<file path="src/rtl/alu_seq.sv">
// Four-cycle instruction sequencer around an 8x16 register file, driving an external combinational ALU.
// Optional host read port enabled by defining ALU_SEQ_RDPORT_EN.
module alu_seq (
  input  logic        clk,
  input  logic        rst,
  input  logic        instr_valid,
  output logic        instr_ready,
  input  logic [15:0] instr,
  input  logic        wr_en,
  input  logic [2:0]  wr_addr,
  input  logic [15:0] wr_data,
  output logic [2:0]  alu_op,
  output logic [15:0] alu_a,
  output logic [15:0] alu_b,
  input  logic [15:0] alu_out,
  input  logic        alu_zerof,
  output logic [15:0] result,
  output logic        zero,
  output logic        done,
  output logic [1:0]  dbg_state
`ifdef ALU_SEQ_RDPORT_EN
  ,
  input  logic [2:0]  rd_addr,
  output logic [15:0] rd_data
`endif
);

  // Handshake: an instruction transfers on a rising clk edge where
  // instr_valid and instr_ready are both high; instr_ready is high only in IDLE.
  typedef enum logic [1:0] {IDLE = 2'd0, OPER = 2'd1, EXEC = 2'd2, WB = 2'd3} state_t;

  state_t      state_q, state_d;
  logic [15:0] regs [8];
  logic [15:0] instr_q;
  logic        accept;

  assign accept    = instr_valid && instr_ready;
  assign dbg_state = state_q;

  always_ff @(posedge clk) begin
    if (rst) state_q <= IDLE;
    else     state_q <= state_d;
  end

  always_comb begin
    state_d     = state_q;
    instr_ready = 1'b0;
    done        = 1'b0;
    case (state_q)
      IDLE: begin
        instr_ready = 1'b1;
        if (instr_valid) state_d = OPER;
      end
      OPER:    state_d = EXEC;
      EXEC:    state_d = WB;
      WB: begin
        done    = 1'b1;
        state_d = IDLE;
      end
      default: state_d = IDLE;
    endcase
  end

  // A host write in the accept cycle commits first, so OPER sees the new value.
  always_ff @(posedge clk) begin
    if (rst) begin
      for (int i = 0; i < 8; i++) regs[i] <= '0;
      instr_q <= '0;
      alu_op  <= '0;
      alu_a   <= '0;
      alu_b   <= '0;
      result  <= '0;
      zero    <= 1'b0;
    end else begin
      if (accept) instr_q <= instr;
      case (state_q)
        IDLE: if (wr_en) regs[wr_addr] <= wr_data;
        OPER: begin
          alu_op <= instr_q[15:13];
          alu_a  <= regs[instr_q[9:7]];
          alu_b  <= regs[instr_q[6:4]];
        end
        EXEC: begin
          result <= alu_out;
          zero   <= alu_zerof;
        end
        WB:      regs[instr_q[12:10]] <= result;
        default: ;
      endcase
    end
  end

`ifdef ALU_SEQ_RDPORT_EN
  assign rd_data = regs[rd_addr];
`endif

endmodule
</file>
<file path="config.mk">
export PLATFORM = sky130hd
export DESIGN_NAME = alu_seq
export DESIGN_NICKNAME = d
export VERILOG_FILES = /design/src/rtl/alu_seq.sv
export SDC_FILE = /design/constraint.sdc
export NUM_CORES = 1
export LEC_CHECK = 0
export ABC_AREA = 1
export BUFFER_PORTS_ARGS = -buffer_cell sky130_fd_sc_hd__buf_4
export CORE_ASPECT_RATIO = 0.7
export CORE_MARGIN = 2
export CORE_UTILIZATION = 38
export CTS_CLUSTER_DIAMETER = 50
export DETAILED_ROUTE_END_ITERATION = 12
export PLACE_DENSITY = 0.65
export SLEW_MARGIN = 15
export SYNTH_ARGS = -nofsm -noshare
export SYNTH_HDL_FRONTEND = slang
export SYNTH_SLANG_ARGS = --single-unit
</file>
<file path="constraint.sdc">
create_clock -name clk -period 4.2 [get_ports clk]
set_input_delay 0.84 -clock clk [delete_from_list [all_inputs] [get_ports clk]]
set_output_delay 0.84 -clock clk [all_outputs]
set_load 0.05 [all_outputs]
</file>
## Word-level counts from Yosys, hierarchy flattened

Memory sizes are Yosys's and may differ from the RTL's. A register that Yosys moved wholly into a read port is not among the register bits.
Index checks and enable logic that the tools add are counted.

- Eq/ne operators: 4
- Mux-type cells: 18
- Reduce and logical (&&, ||, !) cells: 4

Operators with widths:

| cell | count |
|---|---|
| $mux W16 | 2 |
| $reduce_or A16 Y1 | 2 |
| $mux W1 | 12 |
| $pmux W2 S4 | 1 |
| $mux W3 | 2 |
| $eq A2 B2 Y1 const B | 2 |
| $eq A2 B1 Y1 const B | 1 |
| $logic_not A2 Y1 | 1 |
| $mux W2 | 1 |
| $ne A2 B2 Y1 const B | 1 |
| $logic_and A1 B1 Y1 | 1 |

- Flip-flop bits (word level): 38
- Memory bits (writable): 128
- Input bits: 56
- Output and inout port bits: 56
- Word-level logic and storage cells: 32
- Memories kept: 1

Memories:

| memory | words | bits a word | read ports | clocked after Yosys merged registers in | wr ports | RTL line | RTL |
|---|---|---|---|---|---|---|---|
| regs | 8 | 16 | 2 | 2 | 8 | 33 | `logic [15:0] regs [8];` |

## Depth between registers and ports, before layout

Gate-level depths: netlist (run 1).

- Depth after elaboration: 7
- Gate-level depth with buffers: 10
- Gate-level depth less buffers: 8

## Worst setup path before layout (run 1)

OpenSTA, ideal clock, no wires.

- Path type: reg-to-reg
- Start point: register state_q[1] (netlist: dbg_state[1])
- End point: memory regs[1][0], enable pin
- Library setup time: 372 ps
- Arrival: 2610 ps
- Data required time: 3828 ps
- Slack: 1218 ps
- Cell stages (with the launch flop): 9
- Path buffers: 2
- Period minus slack after synthesis: 2982 ps
- Cells stage by stage: dfxtp_1 ha_1 nand2_8 buf_12 o21a_4 nor2_4 nand2_4 buf_6 nand2_1

RTL lines:

| what | RTL line | RTL |
|---|---|---|
| from (decl) | 32 | `state_t state_q, state_d;` |
| from (signal assigned) | 42 | `else state_q <= state_d;` |
| to (decl) | 33 |  |

==> results.json, run 1 <==
{
  "synth_top_area_cell": "edfxtp_1",
  "clock_path_buffers": 2,
  "antenna_found_initial": 0,
  "worstSetupPathType": "reg2reg",
  "power_uw": 7370,
  "dieWidth_um": 196,
  "grt_pass1_vias": 7541,
  "hp-start": "instr_q[15]$_SDFFE_PP0P_",
  "drc": 0,
  "initial_utilization_pct": 38.5,
  "hold_viol": 0,
  "r2r_slack_ps": 1470,
  "area_delta_synth_final_pct": 15.5,
  "layout_commonest_cell": "nand2_1",
  "nets": 1357,
  "max_freq_mhz": 366,
  "die_y_um": 139,
  "syn_nets": 1298,
  "skew_ps": 7.90,
  "grt_max_degree": 74,
  "vias": 8338,
  "relSlewSlack_pct": 19.3,
  "insertion_delay_ps": 440,
  "powerDensity_nw_per_um2": 648,
  "gr-usage-all-layers_pct": 21.0,
  "clkTransAtPathRegs_ps": 70,
  "gp_congestion": 0.849,
  "postCtsSetupBuffers": 0,
  "antenna_cells": 0,
  "holdBufCountCts": 0,
  "holdPathEnd": "instr_q[15]$_SDFFE_PP0P_",
  "max_cap_violations": 0,
  "cts_root_buf": "clkbuf_16",
  "crit_arrival_ps": 2800,
  "status": "finished clean",
  "cts.sinks": 194,
  "synth_top_area_share_pct": 39.0,
  "rr_worst_depth": 7,
  "worst_ep_required_time_ps": 4270,
  "hpwl_mm": 18.7,
  "postRouteAntennaNets": 0,
  "cts_tree": "built",
  "htree_levels": 4,
  "synth.avg_cell_area_um2": 7.97,
  "final.setup.tns_ps": 0,
  "drt_iter0_drc": 873,
  "leakage_uw": 0.00537,
  "grt_pass1_wl_mm": 43.0,
  "seq_area_frac_synth_pct": 52.4,
  "regToRegStartpoint": "dbg_state[0]$_SDFFE_PP0P_",
  "fin_area_um2": 11400,
  "syn_inst": 1237,
  "hold_path_class": "reg2reg",
  "wl_per_cell_um": 17.3,
  "die_area_um2": 27300,
  "synth_warnings": 0,
  "pre_cts_ws_ps": 1070,
  "vdd_drop_max_v": 0.000285,
  "port_buffers": 107,
  "rsz0062_at_grt": "false",
  "cts_resized": 0,
  "worst_pin_slew_ps": 1180,
  "synth_cell_types": 28,
  "viasPerCell": 5.08,
  "hold_depth": 2,
  "cp-start-kind": "register",
  "setup_ws_ps": 1470,
  "slew_viol_final": 0,
  "cts-buffers-inserted": 17,
  "firstDrtPassIters": 5,
  "rows": 49,
  "num_io_pins": 112,
  "syn_area_um2": 9850,
  "yosys-top-cells-area": "edfxtp_1 39%, dfxtp_1 13%, nand2_1 11%, nand3_1 9.8%, nor2_1 6.7%",
  "period_share_pct": 65.1,
  "grt_remaining_overflow": 0,
  "timing.final.crit_period_ps": 2730,
  "worstPathMaxFanout": 23,
  "core_area_um2": 25600,
  "drive_above_1_share_pct": 13.7,
  "placed_area_um2": 10800,
  "routed_wl_mm": 28.3,
  "ys_ff_latch": 194,
  "setup_viol": 0,
  "layout.cells.most_common_list": "299 x nand2_1, 192 x nand3_1, 177 x nor2_1",
  "end_kind": "register",
  "r2r-end": "regs[4][9]$_SDFFCE_PN0P_"
}
worst max-delay path, stage by stage, from the launching register on:
cell and delay [ps]:
dfxtp_1 390, ha_1 290, nand2_8 190, o21ai_2 230, inv_1 100, nor2_4 230, nand2_4 220, nand2_1 690
layout make-up:
cell class                      instances  area (um^2)
Timing Repair Buffer                  118          886
Clock buffer                           17          425
Sequential cell                       194         5170
Multi-Input combinational cell        818         3760
Inverter                              147          554
Fill cell                            2474        14200
Tap cell                              331          414
Clock inverter                         15          174
logic make-up (layout without fill, tap and decap cells):
kind of cell / Yosys count / after routing / share of synthesized area, %
compound gates: 111 / 111 / 6.03
fa+ha+maj: 5 / 5 / 0.635
flops: 194 / 194 / 52.4
mux: 16 / 16 / 1.63
simple gates: 686 / 686 / 29.8
buf+inv: 225 / 297 / 9.47
power by group:
part	leakage (uW)	internal (uW)	switching (uW)
registers	0.00187	2370	206
logic	0.00322	816	2310
clock network	0.000281	897	781
total	0.00537	4080	3300
synth_stat cells:
cell	instances
inv_4	1
nor3_1	1
nand2_8	1
mux2i_1	16
inv_2	2
a211oi_1	1
nand2_4	8
ha_1	5
o21ai_4	2
nand3_1	192
o21a_4	1
dfxtp_1	66
buf_1	16
buf_2	2
o21ai_2	1
nor2_1	177
buf_6	9
a21oi_1	41
edfxtp_1	128
clkbuf_1	50
clkinv_1	3
nor2_2	1
nor2_4	5
nand2_1	299
buf_12	1
nand2_2	2
inv_1	141
o21ai_0	65
how the worst max path moves through the flow:
stage	from	end	slack, ps	cells after the start
final	dbg_state[0]$_SDFFE_PP0P_	regs[4][9]$_SDFFCE_PN0P_	1470	7
after global routing	dbg_state[0]$_SDFFE_PP0P_	regs[4][9]$_SDFFCE_PN0P_	1260	7
after CTS	dbg_state[0]$_SDFFE_PP0P_	regs[4][9]$_SDFFCE_PN0P_	1420	7
after detailed placement	rst	regs[4][13]$_SDFFCE_PN0P_	1070	8
after global placement	rst	regs[4][13]$_SDFFCE_PN0P_	1060	8
after floorplan	dbg_state[1]$_SDFFE_PP0P_	regs[1][0]$_SDFFCE_PN0P_	1220	8
metrics by stage:
stage	utilization, %	hold slack, ps	cells
3_5_place_dp	42.2	475	1608
2_1_floorplan	-	456	1237
5_1_grt	44.5	520	1640
3_3_place_gp	42.2	469	1608
4_1_cts	44.5	494	1640
6_report	44.5	491	1640
sequential cells by signal, summed over array words and instances, names as in the netlist:
name and count:
alu_a 16, zero 1, dbg_state 2, alu_b 16, regs 128, result 16, instr_q 12, alu_op 3
metal layers:
layer / up-vias / GRT usage [%] / part of all wire (%)
met1: 3777 / 32.5 / 48
met2: 439 / 27.6 / 39
met5: - / 0 / 0
li1: 4088 / - / -
met3: 34 / 7.44 / 12
met4: 0 / 4.47 / 1.1
No activity file was read; power rests on OpenSTA's default activity.
==> inputs of run 2 (changes only) <==
PLACE_DENSITY = 0.67   (was 0.65)
clock period = 2.5 ns   (was 4.2 ns; I/O delays follow)
==> run 2 against run 1 <==
Net effect:
- cell area rose by 2.6%
- clock power rose by 60%
- worst setup slack got worse by 1100 ps
- register-to-register slack got worse by 1100 ps
- die area did not move
- first-iteration DRC count rose by 7.2%
- total power rose by 68%
- sequential power rose by 65%
- core utilization rose by 1.2 points
- flip-flop and latch count did not move
- routed wire length rose by 1.7%
- via count rose by 3.3%
- critical endpoint is now regs[3][13]$_SDFFCE_PN0P_
==> results.json, run 2 (synthesis results as in run 1) <==
{
  "grt_max_degree": 74,
  "finalNonFillerCells": 1675,
  "dp.cells": 1644,
  "grt_pass1_wl_mm": 43.8,
  "drt_iter0_drc": 936,
  "cp_top_family": "simple AND/OR/NAND/NOR gates",
  "grt_pass1_vias": 7909,
  "critical_path.slowest_cell": "dfxtp_2",
  "dieWidth_um": 196,
  "worstPathMaxFanout": 17,
  "r2r-end": "regs[3][13]$_SDFFCE_PN0P_",
  "top_register": "regs",
  "vias": 8614,
  "clock_path_buffers": 2,
  "port_buffers": 107,
  "hold_slack_ps": 240,
  "postRouteAntennaNets": 0,
  "holdBufCountCts": 0,
  "holdPathEnd": "dbg_state[0]$_SDFFE_PP0P_",
  "worst_ep_required_time_ps": 2630,
  "cts_tree": "built",
  "drive_above_1_share_pct": 16.0,
  "worstSetupPathType": "reg2reg",
  "gr-usage-all-layers_pct": 21.2,
  "grt_remaining_overflow": 0,
  "rows": 49,
  "max_freq_mhz": 472,
  "timing.final.crit_period_ps": 2120,
  "rsz0062_at_grt": "false",
  "rr_worst_depth": 8,
  "cts_resized": 0,
  "gp_congestion": 0.873,
  "nets": 1393,
  "hold_viol": 0,
  "antenna_cells": 0,
  "drc": 0,
  "powerDensity_nw_per_um2": 1060,
  "crit_top_cell": "nand2_1",
  "hold_depth": 2,
  "utilization_pct": 45.7,
  "cts-buffers-inserted": 17,
  "vdd_drop_max_v": 0.000611,
  "wl_per_cell_um": 17.2,
  "cp.buffers_inverters": 2,
  "largest_register_ff_count": 128,
  "period_share_pct": 84.8,
  "antenna_found_initial": 0,
  "relSlewSlack_pct": 47.9,
  "insertion_delay_ps": 440,
  "setup_viol": 0,
  "routed_wl_mm": 28.8,
  "core_area_um2": 25600,
  "r2r_slack_ps": 380,
  "die_area_um2": 27300,
  "layout.cells.most_common_list": "299 x nand2_1, 192 x nand3_1, 177 x nor2_1",
  "die_y_um": 139,
  "num_io_pins": 112,
  "htree_levels": 4,
  "path_cells": "inv_1 -> ha_2 -> nand2_1 -> o21a_4 -> nor2_4 -> nand2_4 -> nand2_1 -> buf_4",
  "hp-start": "rst",
  "layout_commonest_cell": "nand2_1",
  "postCtsSetupBuffers": 0,
  "leakage_uw": 0.00555,
  "clkTransAtPathRegs_ps": 70,
  "end_kind": "register",
  "cp-start-kind": "register",
  "dr_wl_met3_mm": 4.05,
  "firstDrtPassIters": 8,
  "regToRegStartpoint": "dbg_state[0]$_SDFFE_PP0P_",
  "initial_utilization_pct": 38.5,
  "cpPeakStageDelay_ps": 350,
  "cts_root_buf": "clkbuf_16",
  "wl_met1_mm": 13.3,
  "worst_pin_slew_ps": 782,
  "hold_path_class": "in2reg",
  "skew_ps": 7.48,
  "max_cap_violations": 0,
  "status": "finished clean",
  "wl_met2_mm": 11.1,
  "final.setup.tns_ps": 0,
  "viasPerCell": 5.14,
  "slew_viol_final": 0,
  "cp.depth": 8,
  "crit_arrival_ps": 2250,
  "fillers": 2464,
  "area_delta_synth_final_pct": 18.5,
  "cts.sinks": 194,
  "top_layer_used": "met4",
  "hpwl_mm": 18.5
}
-- run 2: cell count changes in the layout (fill, tap and decap cells not counted), sizes merged --
cell | previous run | this run
bufinv | 2 | 0
inv | 151 | 149
clkbuf | 17 | 22
clkinv | 5 | 7
buf | 118 | 154
clkinvlp | 4 | 0
-- run 2: how the worst max path moves through the flow --
stage | slack (ps) | to | from
global route | 230 | regs[3][1]$_SDFFCE_PN0P_ | dbg_state[0]$_SDFFE_PP0P_
detailed placement | 370 | regs[3][9]$_SDFFCE_PN0P_ | dbg_state[0]$_SDFFE_PP0P_
global placement | 410 | regs[3][9]$_SDFFCE_PN0P_ | dbg_state[0]$_SDFFE_PP0P_
floorplan | 10 | regs[1][0]$_SDFFCE_PN0P_ | dbg_state[0]$_SDFFE_PP0P_
CTS | 360 | regs[3][8]$_SDFFCE_PN0P_ | dbg_state[0]$_SDFFE_PP0P_
finish | 380 | regs[3][13]$_SDFFCE_PN0P_ | dbg_state[0]$_SDFFE_PP0P_
-- run 2: final cells by class --
cell class,count,area [um^2],area share (%)
well taps,331,414,3.55
repair buffers,154,1190,10.2
multi-input cells,818,3770,32.3
flip-flops and latches,194,5170,44.3
clock inverters,9,66.3,0.568
inverters,147,554,4.75
clock buffers,22,507,4.34
-- run 2: per-stage QoR --
| stage | setup slack [ps] | total power [uW] | cell area [um^2] |
|---|---|---|---|
| 2_1_floorplan | 10.6 | 7840 | 9870 |
| 3_3_place_gp | 408 | 9550 | 11100 |
| 5_1_grt | 228 | 13000 | 11700 |
| 3_5_place_dp | 374 | 9680 | 11100 |
| 6_report | 381 | 12400 | 11700 |
| 4_1_cts | 362 | 12400 | 11700 |
-- run 2: layer usage --
metal	GRT usage [%]	vias up
li1	-	4151
met1	33.4	3880
met2	27.9	546
met3	6.08	37
met4	5.54	0
met5	0	-
-- run 2: report_power, final --
part           internal [uW]  switching, uW  leakage, uW
Combinational           1490           4000      0.00340
Sequential              3970            276      0.00187
Clock                   1450           1230     0.000288
==> inputs of run 3 (changes only) <==
PLACE_DENSITY = 0.65   (was 0.67)
clock period = 2 ns   (was 2.5 ns; I/O delays follow)
==> run 3 against run 2 <==
Net effect:
- clock skew increased by 5.7 ps
- critical path type unchanged
- cell area grew 1.5%
- global-route usage grew 0.18 points
- flip-flop and latch count unchanged
- register-to-register slack lost 240 ps
- first-iteration DRC count up 17%
- worst setup slack got worse by 240 ps
- via count about the same
- critical path depth did not move
- cell count did not move
- worst hold slack got worse by 100 ps
- largest power group unchanged
- non-clock buffer count fell by 1
==> results.json, run 3 (synthesis results as in run 1) <==
{
  "rsz0062_at_grt": "false",
  "nets": 1392,
  "wl_per_cell_um": 17.1,
  "end_kind": "register",
  "postRouteAntennaNets": 0,
  "hpwl_mm": 18.6,
  "gr-usage-all-layers_pct": 21.4,
  "die_area_um2": 27300,
  "cts_tree": "built",
  "die_y_um": 139,
  "crit_arrival_ps": 2150,
  "worstSetupPathType": "reg2reg",
  "port_buffers": 107,
  "relSlewSlack_pct": 55.2,
  "viasPerCell": 5.14,
  "routed_wl_mm": 28.7,
  "clock_path_buffers": 2,
  "initial_utilization_pct": 38.5,
  "skew_ps": 13.2,
  "status": "finished clean",
  "antenna_found_initial": 0,
  "grt_max_degree": 74,
  "layout_commonest_cell": "nand2_1",
  "vias": 8607,
  "cpPeakStageDelay_ps": 360,
  "hold_viol": 0,
  "placed_area_um2": 11300,
  "area_delta_synth_final_pct": 20.3,
  "path_cells": "inv_1 -> ha_4 -> nand2_1 -> o21a_4 -> nor2_4 -> nand2_4 -> buf_4 -> nor2_1",
  "grt_remaining_overflow": 0,
  "slew_viol_final": 0,
  "num_io_pins": 112,
  "cts-buffers-inserted": 17,
  "cts_root_buf": "clkbuf_16",
  "drt_iter0_drc": 1097,
  "worstPathMaxFanout": 13,
  "setup_viol": 0,
  "drc": 0,
  "worst_pin_slew_ps": 668,
  "cts.sinks": 194,
  "rows": 49,
  "period_share_pct": 92.8,
  "powerDensity_nw_per_um2": 1320,
  "dieWidth_um": 196,
  "cp-start-kind": "register",
  "antenna_cells": 0,
  "clkTransAtPathRegs_ps": 70,
  "vdd_drop_max_v": 0.000640,
  "r2r_slack_ps": 140,
  "fin_area_um2": 11900,
  "cts_resized": 0,
  "max_freq_mhz": 539,
  "gp_congestion": 0.872,
  "core_area_um2": 25600,
  "htree_levels": 4,
  "timing.final.crit_period_ps": 1860,
  "layout.cells.most_common_list": "291 x nand2_1, 192 x nand3_1, 177 x nor2_1",
  "leakage_uw": 0.00558,
  "grt_pass1_vias": 7797,
  "drive_above_1_share_pct": 16.5,
  "insertion_delay_ps": 440,
  "hold_path_class": "in2reg",
  "largest_register_ff_count": 128,
  "firstDrtPassIters": 6,
  "worst_ep_required_time_ps": 2300,
  "grt_pass1_wl_mm": 44.1,
  "max_cap_violations": 0,
  "critical_path.slowest_cell": "dfxtp_4",
  "rr_worst_depth": 8,
  "power_uw": 15600,
  "postCtsSetupBuffers": 0,
  "top_register": "regs",
  "hold_depth": 2,
  "holdBufCountCts": 0
}
## run 3: cell types whose count changed in the layout (fill, tap and decap cells not counted), moves of 4 or more
cell,previous run,this run
nand2_8,1,5
nand2_4,8,12
buf_12,3,9
nand2_1,299,291
buf_4,151,144
## run 3: per-layer routing
layer	vias to the layer above	wire (um)	GRT usage, %
met5	-	0	0
met3	33	3550	4.04
met1	3893	13500	34.3
met2	514	11400	29.3
met4	0	317	5.06
li1	4167	-	-
## run 3: worst paths after layout
| path | from | endpoint |
|---|---|---|
| worst max-delay path | dbg_state[0]$_SDFFE_PP0P_ | regs[6][10]$_SDFFCE_PN0P_ |
| worst min-delay path | rst | dbg_state[0]$_SDFFE_PP0P_ |
| worst min register to register | instr_q[8]$_SDFFE_PP0P_ | instr_q[8]$_SDFFE_PP0P_ |
| worst max register to register | dbg_state[0]$_SDFFE_PP0P_ | regs[6][10]$_SDFFCE_PN0P_ |
## run 3: worst max-delay path: cells and delay by family, from the launching register on
kind                       cells  cell delay, ps
adders and majority gates      1             180
and+or+nand+nor                4             550
DFF                            1             360
AOI/OAI and AO/OA              1             210
buffers and inverters          2             390
## run 3: cell type report
class                   instances  area [um^2]
multi-input cells             818         3880
well taps                     331          414
fillers                      2456        13700
flip-flops and latches        194         5170
clock buffers                  19          433
clock inverters                13          135
repair buffers                153         1260
inverters                     147          554
## run 3: through the flow
step                      setup TNS (ps)  std cells  hold WS (ps)  setup slack, ps  util [%]
final                                  0       1675           138              144      46.4
after global routing                   0       1675           131             48.2      46.4
after CTS                              0       1675           121              154      46.4
after detailed placement               0       1643           467             63.7      44.1
after global placement                 0       1643           463             82.9      44.1
after floorplan                    -3230       1237           456            -40.4         -
## run 3: report_power, final
group / switching (uW) / leakage (uW) / internal [uW]
sequential: 349 / 0.00187 / 4970
combinational: 4950 / 0.00343 / 1950
clock: 1550 / 0.000279 / 1840
total: 6850 / 0.00558 / 8760
